**config.mk**
```make
export PLATFORM = sky130hd
export DESIGN_NAME = farm_telemetry_tx_flat
export DESIGN_NICKNAME = d
export VERILOG_FILES = /design/src/rtl/farm_pkg.sv /design/src/rtl/farm_telemetry_tx_if.sv /design/src/rtl/farm_uart_byte_tx.sv /design/src/rtl/farm_telemetry_tx.sv /design/src/flat_wrapper.sv
export SDC_FILE = /design/constraint.sdc
export NUM_CORES = 1
export LEC_CHECK = 0
export CORE_ASPECT_RATIO = 0.75
export CORE_MARGIN = 2
export CORE_UTILIZATION = 50
export CTS_BUF_LIST = sky130_fd_sc_hd__clkbuf_4 sky130_fd_sc_hd__clkbuf_8
export CTS_CLUSTER_SIZE = 10
export DETAILED_ROUTE_END_ITERATION = 10
export GPL_TIMING_DRIVEN = 0
export MAX_ROUTING_LAYER = met4
export PLACE_DENSITY = 0.77
export RECOVER_POWER = 25
export SLEW_MARGIN = 25
export SYNTH_ARGS = -nofsm -noshare
export SYNTH_HDL_FRONTEND = slang
export SYNTH_HIERARCHICAL = 1
export SYNTH_SLANG_ARGS = --single-unit
```
**constraint.sdc**
```tcl
create_clock -name clk -period 7.87 [get_ports clk]
set_clock_uncertainty 0.1 [all_clocks]
set_input_delay 1.574 -clock clk [delete_from_list [all_inputs] [get_ports clk]]
set_output_delay 1.574 -clock clk [all_outputs]
set_load 0.005 [all_outputs]
```
**src/rtl/farm_pkg.sv**
```systemverilog
// Shared definitions for the farm telemetry serial link (transmit side now,
// receiver later).
package farm_pkg;

  localparam logic [7:0]  FARM_SYNC_BYTE   = 8'hA5;
  localparam int unsigned FARM_FRAME_BYTES = 6;

  typedef enum logic [1:0] {
    IDLE,
    START_BIT,
    DATA,
    STOP_BIT
  } farm_tx_state_t;

  function automatic logic [7:0] farm_checksum(
    input logic [7:0] b0,
    input logic [7:0] b1,
    input logic [7:0] b2,
    input logic [7:0] b3
  );
    return b0 ^ b1 ^ b2 ^ b3;
  endfunction

endpackage

```
**src/rtl/farm_telemetry_tx_if.sv**
```systemverilog
// Payload/request bundle and line/status feedback for the telemetry transmitter.
interface farm_telemetry_tx_if;
  logic       ena;
  logic       start;
  logic [7:0] moisture;
  logic [7:0] temperature;
  logic [7:0] humidity;
  logic [7:0] status;
  logic       tx;
  logic       busy;
  logic       done;
  logic [2:0] byte_idx;

  modport master (
    output ena, start, moisture, temperature, humidity, status,
    input  tx, busy, done, byte_idx
  );

  modport slave (
    input  ena, start, moisture, temperature, humidity, status,
    output tx, busy, done, byte_idx
  );
endinterface

```
**src/rtl/farm_uart_byte_tx.sv**
```systemverilog
// 8N1 LSB-first byte serialiser. A load accepted at the end of a stop bit
// starts the next start bit with no idle gap.
module farm_uart_byte_tx
  import farm_pkg::*;
#(
  parameter int unsigned CLKS_PER_BIT = 87
) (
  input  logic       clk,
  input  logic       rst_n,
  input  logic       ena,
  input  logic       load,
  input  logic [7:0] data,
  output logic       ready,
  output logic       tx,
  output logic       busy,
  output logic       done
);

  localparam logic [15:0] BIT_LAST = 16'(CLKS_PER_BIT - 1);

  farm_tx_state_t state_q, state_d;
  logic [15:0]    cnt_q, cnt_d;
  logic [2:0]     bit_q, bit_d;
  logic [7:0]     shift_q, shift_d;
  logic           tx_q, tx_d;
  logic           done_q, done_d;
  logic           bit_end;

  always_comb begin
    state_d = state_q;
    cnt_d   = cnt_q;
    bit_d   = bit_q;
    shift_d = shift_q;
    tx_d    = tx_q;
    done_d  = 1'b0;
    bit_end = (cnt_q == BIT_LAST);
    ready   = ena && ((state_q == IDLE) || ((state_q == STOP_BIT) && bit_end));

    // Counter is pinned at zero while idle so every byte starts phase-aligned.
    cnt_d = ((state_q == IDLE) || bit_end) ? '0 : cnt_q + 16'd1;

    unique case (state_q)
      IDLE: begin
        if (load) begin
          state_d = START_BIT;
          shift_d = data;
          tx_d    = 1'b0;
        end
      end
      START_BIT: begin
        if (bit_end) begin
          state_d = DATA;
          bit_d   = '0;
          tx_d    = shift_q[0];
        end
      end
      DATA: begin
        if (bit_end) begin
          if (bit_q == 3'd7) begin
            state_d = STOP_BIT;
            tx_d    = 1'b1;
          end else begin
            bit_d   = bit_q + 3'd1;
            shift_d = {1'b0, shift_q[7:1]};
            tx_d    = shift_q[1];
          end
        end
      end
      STOP_BIT: begin
        if (bit_end) begin
          if (load) begin
            state_d = START_BIT;
            shift_d = data;
            tx_d    = 1'b0;
          end else begin
            state_d = IDLE;
            done_d  = 1'b1;
          end
        end
      end
      default: state_d = IDLE;
    endcase
  end

  // done_q is held while disabled so a pending pulse surfaces once ena returns.
  always_ff @(posedge clk or negedge rst_n) begin
    if (!rst_n) begin
      state_q <= IDLE;
      cnt_q   <= '0;
      bit_q   <= '0;
      shift_q <= '0;
      tx_q    <= 1'b1;
      done_q  <= 1'b0;
    end else if (ena) begin
      state_q <= state_d;
      cnt_q   <= cnt_d;
      bit_q   <= bit_d;
      shift_q <= shift_d;
      tx_q    <= tx_d;
      done_q  <= done_d;
    end
  end

  assign tx   = tx_q;
  assign busy = (state_q != IDLE);
  assign done = done_q && ena;

endmodule

```
**src/rtl/farm_telemetry_tx.sv**
```systemverilog
// Telemetry frame transmitter: captures a 4-byte payload on start and sends
// sync, payload and XOR checksum as six back-to-back UART bytes.
module farm_telemetry_tx
  import farm_pkg::*;
#(
  parameter int unsigned CLKS_PER_BIT = 87
) (
  input  logic                clk,
  input  logic                rst_n,
  farm_telemetry_tx_if.slave  bus
);

  localparam logic [2:0] LAST_IDX = 3'(FARM_FRAME_BYTES - 1);

  logic [7:0] moisture_q, temperature_q, humidity_q, status_q, checksum_q;
  logic [2:0] byte_idx_q;
  logic [2:0] next_idx;
  logic       eng_ready, eng_busy, eng_tx, eng_done, eng_load;
  logic [7:0] eng_data, next_byte;
  logic       accept, stop_end, last_byte;

  always_comb begin
    accept    = eng_ready && !eng_busy && bus.start;
    stop_end  = eng_ready && eng_busy;
    last_byte = (byte_idx_q == LAST_IDX);
    eng_load  = accept || (stop_end && !last_byte);
    next_idx  = byte_idx_q + 3'd1;

    unique case (next_idx)
      3'd1:    next_byte = moisture_q;
      3'd2:    next_byte = temperature_q;
      3'd3:    next_byte = humidity_q;
      3'd4:    next_byte = status_q;
      3'd5:    next_byte = checksum_q;
      default: next_byte = FARM_SYNC_BYTE;
    endcase

    eng_data = accept ? FARM_SYNC_BYTE : next_byte;
  end

  always_ff @(posedge clk or negedge rst_n) begin
    if (!rst_n) begin
      moisture_q    <= '0;
      temperature_q <= '0;
      humidity_q    <= '0;
      status_q      <= '0;
      checksum_q    <= '0;
      byte_idx_q    <= '0;
    end else if (accept) begin
      moisture_q    <= bus.moisture;
      temperature_q <= bus.temperature;
      humidity_q    <= bus.humidity;
      status_q      <= bus.status;
      checksum_q    <= farm_checksum(bus.moisture, bus.temperature, bus.humidity, bus.status);
      byte_idx_q    <= '0;
    end else if (stop_end) begin
      byte_idx_q    <= last_byte ? '0 : next_idx;
    end
  end

  farm_uart_byte_tx #(
    .CLKS_PER_BIT(CLKS_PER_BIT)
  ) u_byte_tx (
    .clk   (clk),
    .rst_n (rst_n),
    .ena   (bus.ena),
    .load  (eng_load),
    .data  (eng_data),
    .ready (eng_ready),
    .tx    (eng_tx),
    .busy  (eng_busy),
    .done  (eng_done)
  );

  assign bus.tx       = eng_tx;
  assign bus.busy     = eng_busy;
  assign bus.done     = eng_done;
  assign bus.byte_idx = byte_idx_q;

endmodule

```
**src/flat_wrapper.sv**
```systemverilog
// flat-port wrapper written by rule: the top's interface ports become plain ports
module farm_telemetry_tx_flat import farm_pkg::*;
#(
  parameter int unsigned CLKS_PER_BIT = 87
)
  (clk, rst_n, bus_ena, bus_start, bus_moisture, bus_temperature, bus_humidity, bus_status, bus_tx, bus_busy, bus_done, bus_byte_idx);
  farm_telemetry_tx_if bus_i ();
  input  logic clk;
  input  logic rst_n;
  input wire logic [$bits(bus_i.ena)-1:0] bus_ena;
  input wire logic [$bits(bus_i.start)-1:0] bus_start;
  input wire logic [$bits(bus_i.moisture)-1:0] bus_moisture;
  input wire logic [$bits(bus_i.temperature)-1:0] bus_temperature;
  input wire logic [$bits(bus_i.humidity)-1:0] bus_humidity;
  input wire logic [$bits(bus_i.status)-1:0] bus_status;
  output wire logic [$bits(bus_i.tx)-1:0] bus_tx;
  output wire logic [$bits(bus_i.busy)-1:0] bus_busy;
  output wire logic [$bits(bus_i.done)-1:0] bus_done;
  output wire logic [$bits(bus_i.byte_idx)-1:0] bus_byte_idx;
  assign bus_i.ena = bus_ena;
  assign bus_i.start = bus_start;
  assign bus_i.moisture = bus_moisture;
  assign bus_i.temperature = bus_temperature;
  assign bus_i.humidity = bus_humidity;
  assign bus_i.status = bus_status;
  assign bus_tx = bus_i.tx;
  assign bus_busy = bus_i.busy;
  assign bus_done = bus_i.done;
  assign bus_byte_idx = bus_i.byte_idx;
  farm_telemetry_tx #(.CLKS_PER_BIT(CLKS_PER_BIT)) u_core (.clk(clk), .rst_n(rst_n), .bus(bus_i));
endmodule
```
# == After elaboration in Yosys (flattened, before gate mapping) ==
# Index checks and enable logic that the tools add are counted.
# word_totals
register_bits,74
word_cells,87
n_memories,0
latch_bits,0
in_bits,36
out_inout_bits,6
ram_bits,0
romBits,0
# op_classes
multipliers,0
mux,31
add_sub_neg,3
eq_ne,17
shift,0
div_mod_pow,0
bitwise_logic,3
n_reduce_logical,21
n_lt_le_gt_ge,0
# op_table
operator,n
$mux W8,5
$pmux W8 S5,1
$pmux W8 S3,1
$xor A8 B8 Y8,3
$mux W3,6
$add A16 B1 Y16 const B,1
$eq A16 B7 Y1 const B,1
$mux W16,1
$eq A3 B3 Y1 const B,4
$mux W2,5
$ne A2 B2 Y1 const B,5
$reduce_and A5 Y1,2
$mux W1,9
$pmux W2 S4,1
$logic_and A1 B1 Y1,7
$add A3 B1 Y3 const B,2
$eq A3 B2 Y1 const B,2
$pmux W3 S2,1
$reduce_and A6 Y1,1
$reduce_bool A2 Y1,3
$eq A2 B2 Y1 const B,2
$pmux W1 S4,1
$reduce_and A4 Y1,1
$eq A3 B1 Y1 const B,1
other kinds (6),9

# == Logic depth before layout (Yosys ltp) ==
# Gate-level depths: netlist of run 1.
# logic_depth
word_depth,10
ltp_mapped,14

# == Cells and area by module ==
# Netlist of run 1, hierarchy kept.
# by_module_without_submodules
module,instances,seq_area_each_um2,area_per_inst_um2,cells_each
farm_telemetry_tx,1,1076.0,2267.2,249
farm_uart_byte_tx,1,777.0,1898.1,190

# == Worst setup path before layout of run 1 ==
# OpenSTA, ideal clock, no wires.
# synth_timing
path_kind,input-to-reg
from,input port bus_ena
to,register u_core.u_byte_tx.shift_q[6]
t_required_ns,7.691
path_slack_ns,3.929
path_buffers,1
arrival_ns,3.762
path_stages,9
path_cell_list,clkbuf_1 inv_1 nor2_1 o21ai_0 a41oi_1 or2b_1 a21oi_1 o21a_1 a2bb2oi_1
# synth_between
elab_chain_len,7
word_cells_on_any_way,11
# synth_lines
item,line,source
"start, declared",flat_wrapper.sv:10,input wire logic [$bits(bus_i.ena)-1:0] bus_ena;
$logic_and A1 B1 Y1 (*),farm_uart_byte_tx.sv:37,ready = ena && ((state_q == IDLE) || ((state_q == STOP_BIT) && bit_end));
named net u_core.eng_ready,farm_telemetry_tx.sv:18,"logic eng_ready, eng_busy, eng_tx, eng_done, eng_load;"
$logic_and A1 B1 Y1 (on tied branches),"farm_telemetry_tx.sv:23, farm_telemetry_tx.sv:24",
$logic_and A1 B1 Y1 (on tied branches),"farm_telemetry_tx.sv:23, farm_telemetry_tx.sv:26",
$logic_or A1 B1 Y1 (*),farm_telemetry_tx.sv:26,eng_load = accept || (stop_end && !last_byte);
named net u_core.eng_load,farm_telemetry_tx.sv:18,
$mux W8 (*),"farm_uart_byte_tx.sv:44, farm_uart_byte_tx.sv:71",
$mux W8,farm_uart_byte_tx.sv:70,if (bit_end) begin
$pmux W8 S3 (*),farm_uart_byte_tx.sv:42,unique case (state_q)
"end signal, assigned",farm_uart_byte_tx.sv:98,shift_q <= shift_d;
"end, declared",farm_uart_byte_tx.sv:24,"logic [7:0] shift_q, shift_d;"
# The timed path passes the listed nets; every way through them passes the cells marked *. The select of a mux whose other input is x is not followed.
# A chain may end at the register's enable or synchronous reset.

# == Worst setup path in the final report of run 1 ==
# Ends and elaborated chain as after synthesis.

==> results of run 1 <==
placed cells by master, fill, tap and decap left out, types with 4 or more instances in the layout:
| cell type | n |
|---|---|
| a22oi_1 | 8 |
| buf_4 | 5 |
| mux2_4 | 4 |
| o22ai_1 | 5 |
| clkdlybuf4s50_1 | 40 |
| mux2_2 | 12 |
| o21ai_0 | 14 |
| xnor2_1 | 34 |
| ha_1 | 10 |
| buf_2 | 6 |
| nand4_1 | 6 |
| nand3_1 | 7 |
| dfrtp_1 | 73 |
| nand2b_1 | 4 |
| nor3_1 | 10 |
| a21oi_1 | 6 |
| inv_1 | 11 |
| o221a_1 | 6 |
| clkbuf_1 | 5 |
| nor2_1 | 35 |
| clkbuf_8 | 13 |
| buf_6 | 5 |
| nand2_1 | 114 |
| mux2i_1 | 14 |
state kept, by name (all words and copies together), names as in the netlist, 2 cells and up:
signal	cells
u_core/status_q	8
u_core/u_byte_tx/cnt_q	16
u_core/temperature_q	8
u_core/checksum_q	8
u_core/bus.byte_idx	3
u_core/u_byte_tx/bit_q	3
u_core/u_byte_tx/shift_q	8
u_core/moisture_q	8
u_core/u_byte_tx/state_q	2
u_core/humidity_q	8
through the flow:
step | utilization [%] | cells | area, um2 | hold WS (ps) | setup WS (ps)
floorplan | - | 439 | 4170 | 340 | 3930
global placement | 58.9 | 585 | 4710 | 354 | 2580
detailed placement | 59.1 | 586 | 4720 | 363 | 2570
CTS | 61.5 | 601 | 4910 | 382 | 2920
global route | 61.5 | 601 | 4910 | 398 | 2500
finish | 61.5 | 601 | 4910 | 379 | 2790
power groups by stage:
stage               Combinational [mW]  Sequential [mW]  Clock (mW)
finish                           0.596            0.611       0.285
global route                     0.669            0.627       0.303
floorplan                        0.430            0.588           0
CTS                              0.591            0.608       0.292
global placement                 0.564            0.607           0
detailed placement               0.585            0.614           0
path summary, 6_finish.rpt:
path                                      startpoint                           to  slack (ps)  cells past startpoint
max reg2reg                u_core/u_byte_tx/cnt_q[0]  u_core/u_byte_tx/shift_q[6]        3520                     13
min                             u_core/moisture_q[3]         u_core/moisture_q[3]         380                      2
min in group asynchronous                      rst_n           u_core/status_q[2]        1750                      1
max in group asynchronous                      rst_n  u_core/u_byte_tx/shift_q[7]        4670                      1
min reg2reg                     u_core/moisture_q[3]         u_core/moisture_q[3]         380                      2
max                                          bus_ena  u_core/u_byte_tx/shift_q[6]        2790                     10
final cells by class:
type                    count  area, um2
plain buffers              20        139
clock buffers              13        179
clock inverters             2       10.0
fillers                   677       3080
inverters                  11       41.3
multi-input cells         334       2130
flip-flops and latches     74       1850
well taps                 105        131
repair buffers             42        424
cell families (layout without fill, tap and decap cells):
family | count (synthesis) | count (layout) | synth area share, %
DFF | 74 | 74 | 44.5
and+or+nand+nor | 200 | 200 | 22.3
AOI/OAI and AO/OA | 57 | 57 | 10.0
adders and majority gates | 10 | 10 | 3.00
xor gates and xnor gates | 37 | 37 | 7.78
buffers and inverters | 31 | 88 | 4.33
muxes | 30 | 30 | 8.05
worst max-delay path: stages:
cell and delay (ps):
clkdlybuf4s50_1 500, clkbuf_1 350, inv_1 250, nor2_1 390, o21ai_0 300, a41oi_1 530, or2b_1 290, a21oi_1 630
o21a_1 240, a2bb2oi_1 170
metal layers:
layer	vias up	routed length [um]	track usage, %
li1	1606	-	-
met5	-	0	-
met4	0	120	7.36
met2	148	4380	33.6
met1	1633	4650	35.3
met3	13	747	4.95
==> flow_summary.json, run 1 <==
{
  "n_antenna_cell": 0,
  "worstPathMaxFanout": 10,
  "routedWlPerCell_um": 16.5,
  "worst_slew_pin_slew_ps": 2170,
  "post_cts_buffers": 0,
  "internal_power_uw": 946,
  "grt_max_degree": 40,
  "p_leak_nw": 2.20,
  "cts_buffer_depth": 2,
  "io_buffers": 41,
  "cts_buffers": 9,
  "grt_pass1_vias": 3396,
  "post-dp-hpwl_mm": 7.13,
  "postSynthNetCount": 485,
  "grt_util_all_layers_pct": 24.1,
  "antenna_found_initial": 0,
  "power_frac_comb_pct": 39.9,
  "clk_pin_slew_ps": 80,
  "rows": 28,
  "fin_setup_tns_ps": 0,
  "die_w_um": 109,
  "vias_per_cell": 5.66,
  "end_kind": "flip-flop",
  "ys_seq_elements": 74,
  "antenna_left": 0,
  "crit_required_ps": 8030,
  "dieArea_um2": 9080,
  "ys_seq_area_share_pct": 44.5,
  "finalHoldViolations": 0,
  "synthToLayoutAreaGrowth_pct": 17.9,
  "drcViolationCount": 0,
  "synth_area_per_cell_um2": 9.49,
  "synthArstFlopShare_pct": 100,
  "p_sw_share_pct": 36.6,
  "outcome": "complete, but fails checks",
  "ys_types": 55,
  "period_share_pct": 64.5,
  "vdd_drop_max_mv": 0.131,
  "htree_levels": 3,
  "yosysTopAreaCellShare_pct": 43.9,
  "grt_pass1_wl_mm": 16.7,
  "cts.sinks": 74,
  "p_switching_uw": 546,
  "yosysWarnings": 6,
  "p_total_mw": 1.49,
  "core-area_um2": 7990,
  "io_pins": 42,
  "clock_latency_ps": 340,
  "p_per_area_nw_per_um2": 304,
  "synth_most_common_cell": "nand2_1",
  "synthFlopType": "dfrtp_1",
  "cp.arrival_ps": 5230,
  "tritoncts": "built",
  "initial_utilization_pct": 52.1,
  "dr.first_iter.drc_count": 218,
  "synth_area_leader_cell": "dfrtp_1",
  "grt_setup_unrepaired": "false",
  "drive_above_1_share_pct": 11.7,
  "worstHoldPathType": "reg2reg",
  "startpoint_type": "input pin",
  "grt-ovfl-total": 0,
  "hold_buffers": 0,
  "synthCells": 439,
  "gp_congestion": 0.897,
  "netlist_area_um2": 4170,
  "seqPwrFrac_pct": 40.9,
  "fin_crit_ps": 5080,
  "wl_mm": 9.90,
  "synth_common_cells": "nand2_1 (114), dfrtp_1 (73), nor2_1 (35)",
  "max_freq_mhz": 197,
  "clock-root-buffer": "clkbuf_8",
  "finalSetupViolCount": 0,
  "max_slew_margin_pct": -44.4,
  "slew_violations": 39,
  "cap_violations": 1,
  "synth_area_leaders": "dfrtp_1 (44%), nand2_1 (10%), xnor2_1 (7.1%)",
  "post_cts_resized": 0,
  "die_y_um": 83.0,
  "violations": "max-capacitance violations, max-slew violations",
  "nets": 538,
  "vias": 3400,
  "power_frac_clock_pct": 19.1,
  "first_pass_iters": 5,
  "synth_edf_count": 0,
  "criticalPathCategory": "in2reg"
}
Note: power is estimated with default switching activity, not from simulation.
==> run 2: changes to the inputs <==
==> constraint.sdc (replaced) <==
create_clock -name clk -period 5.2 [get_ports clk]
set_clock_uncertainty 0.1 [all_clocks]
set_input_delay 1.04 -clock clk [delete_from_list [all_inputs] [get_ports clk]]
set_output_delay 1.04 -clock clk [all_outputs]
set_load 0.005 [all_outputs]
==> results of run 2 <==
Same layout as run 1 (identical final DEF). Status: complete, but fails checks: max-capacitance violations, max-slew violations.
Main changes from that run: setup slack after placement 2570 ps -> 436 ps; setup slack after layout 2790 ps -> 658 ps; register-to-register setup slack 3520 ps -> 850 ps; total power 1.49 mW -> 2.26 mW; worst IR drop on VDD 0.131 mV -> 0.198 mV
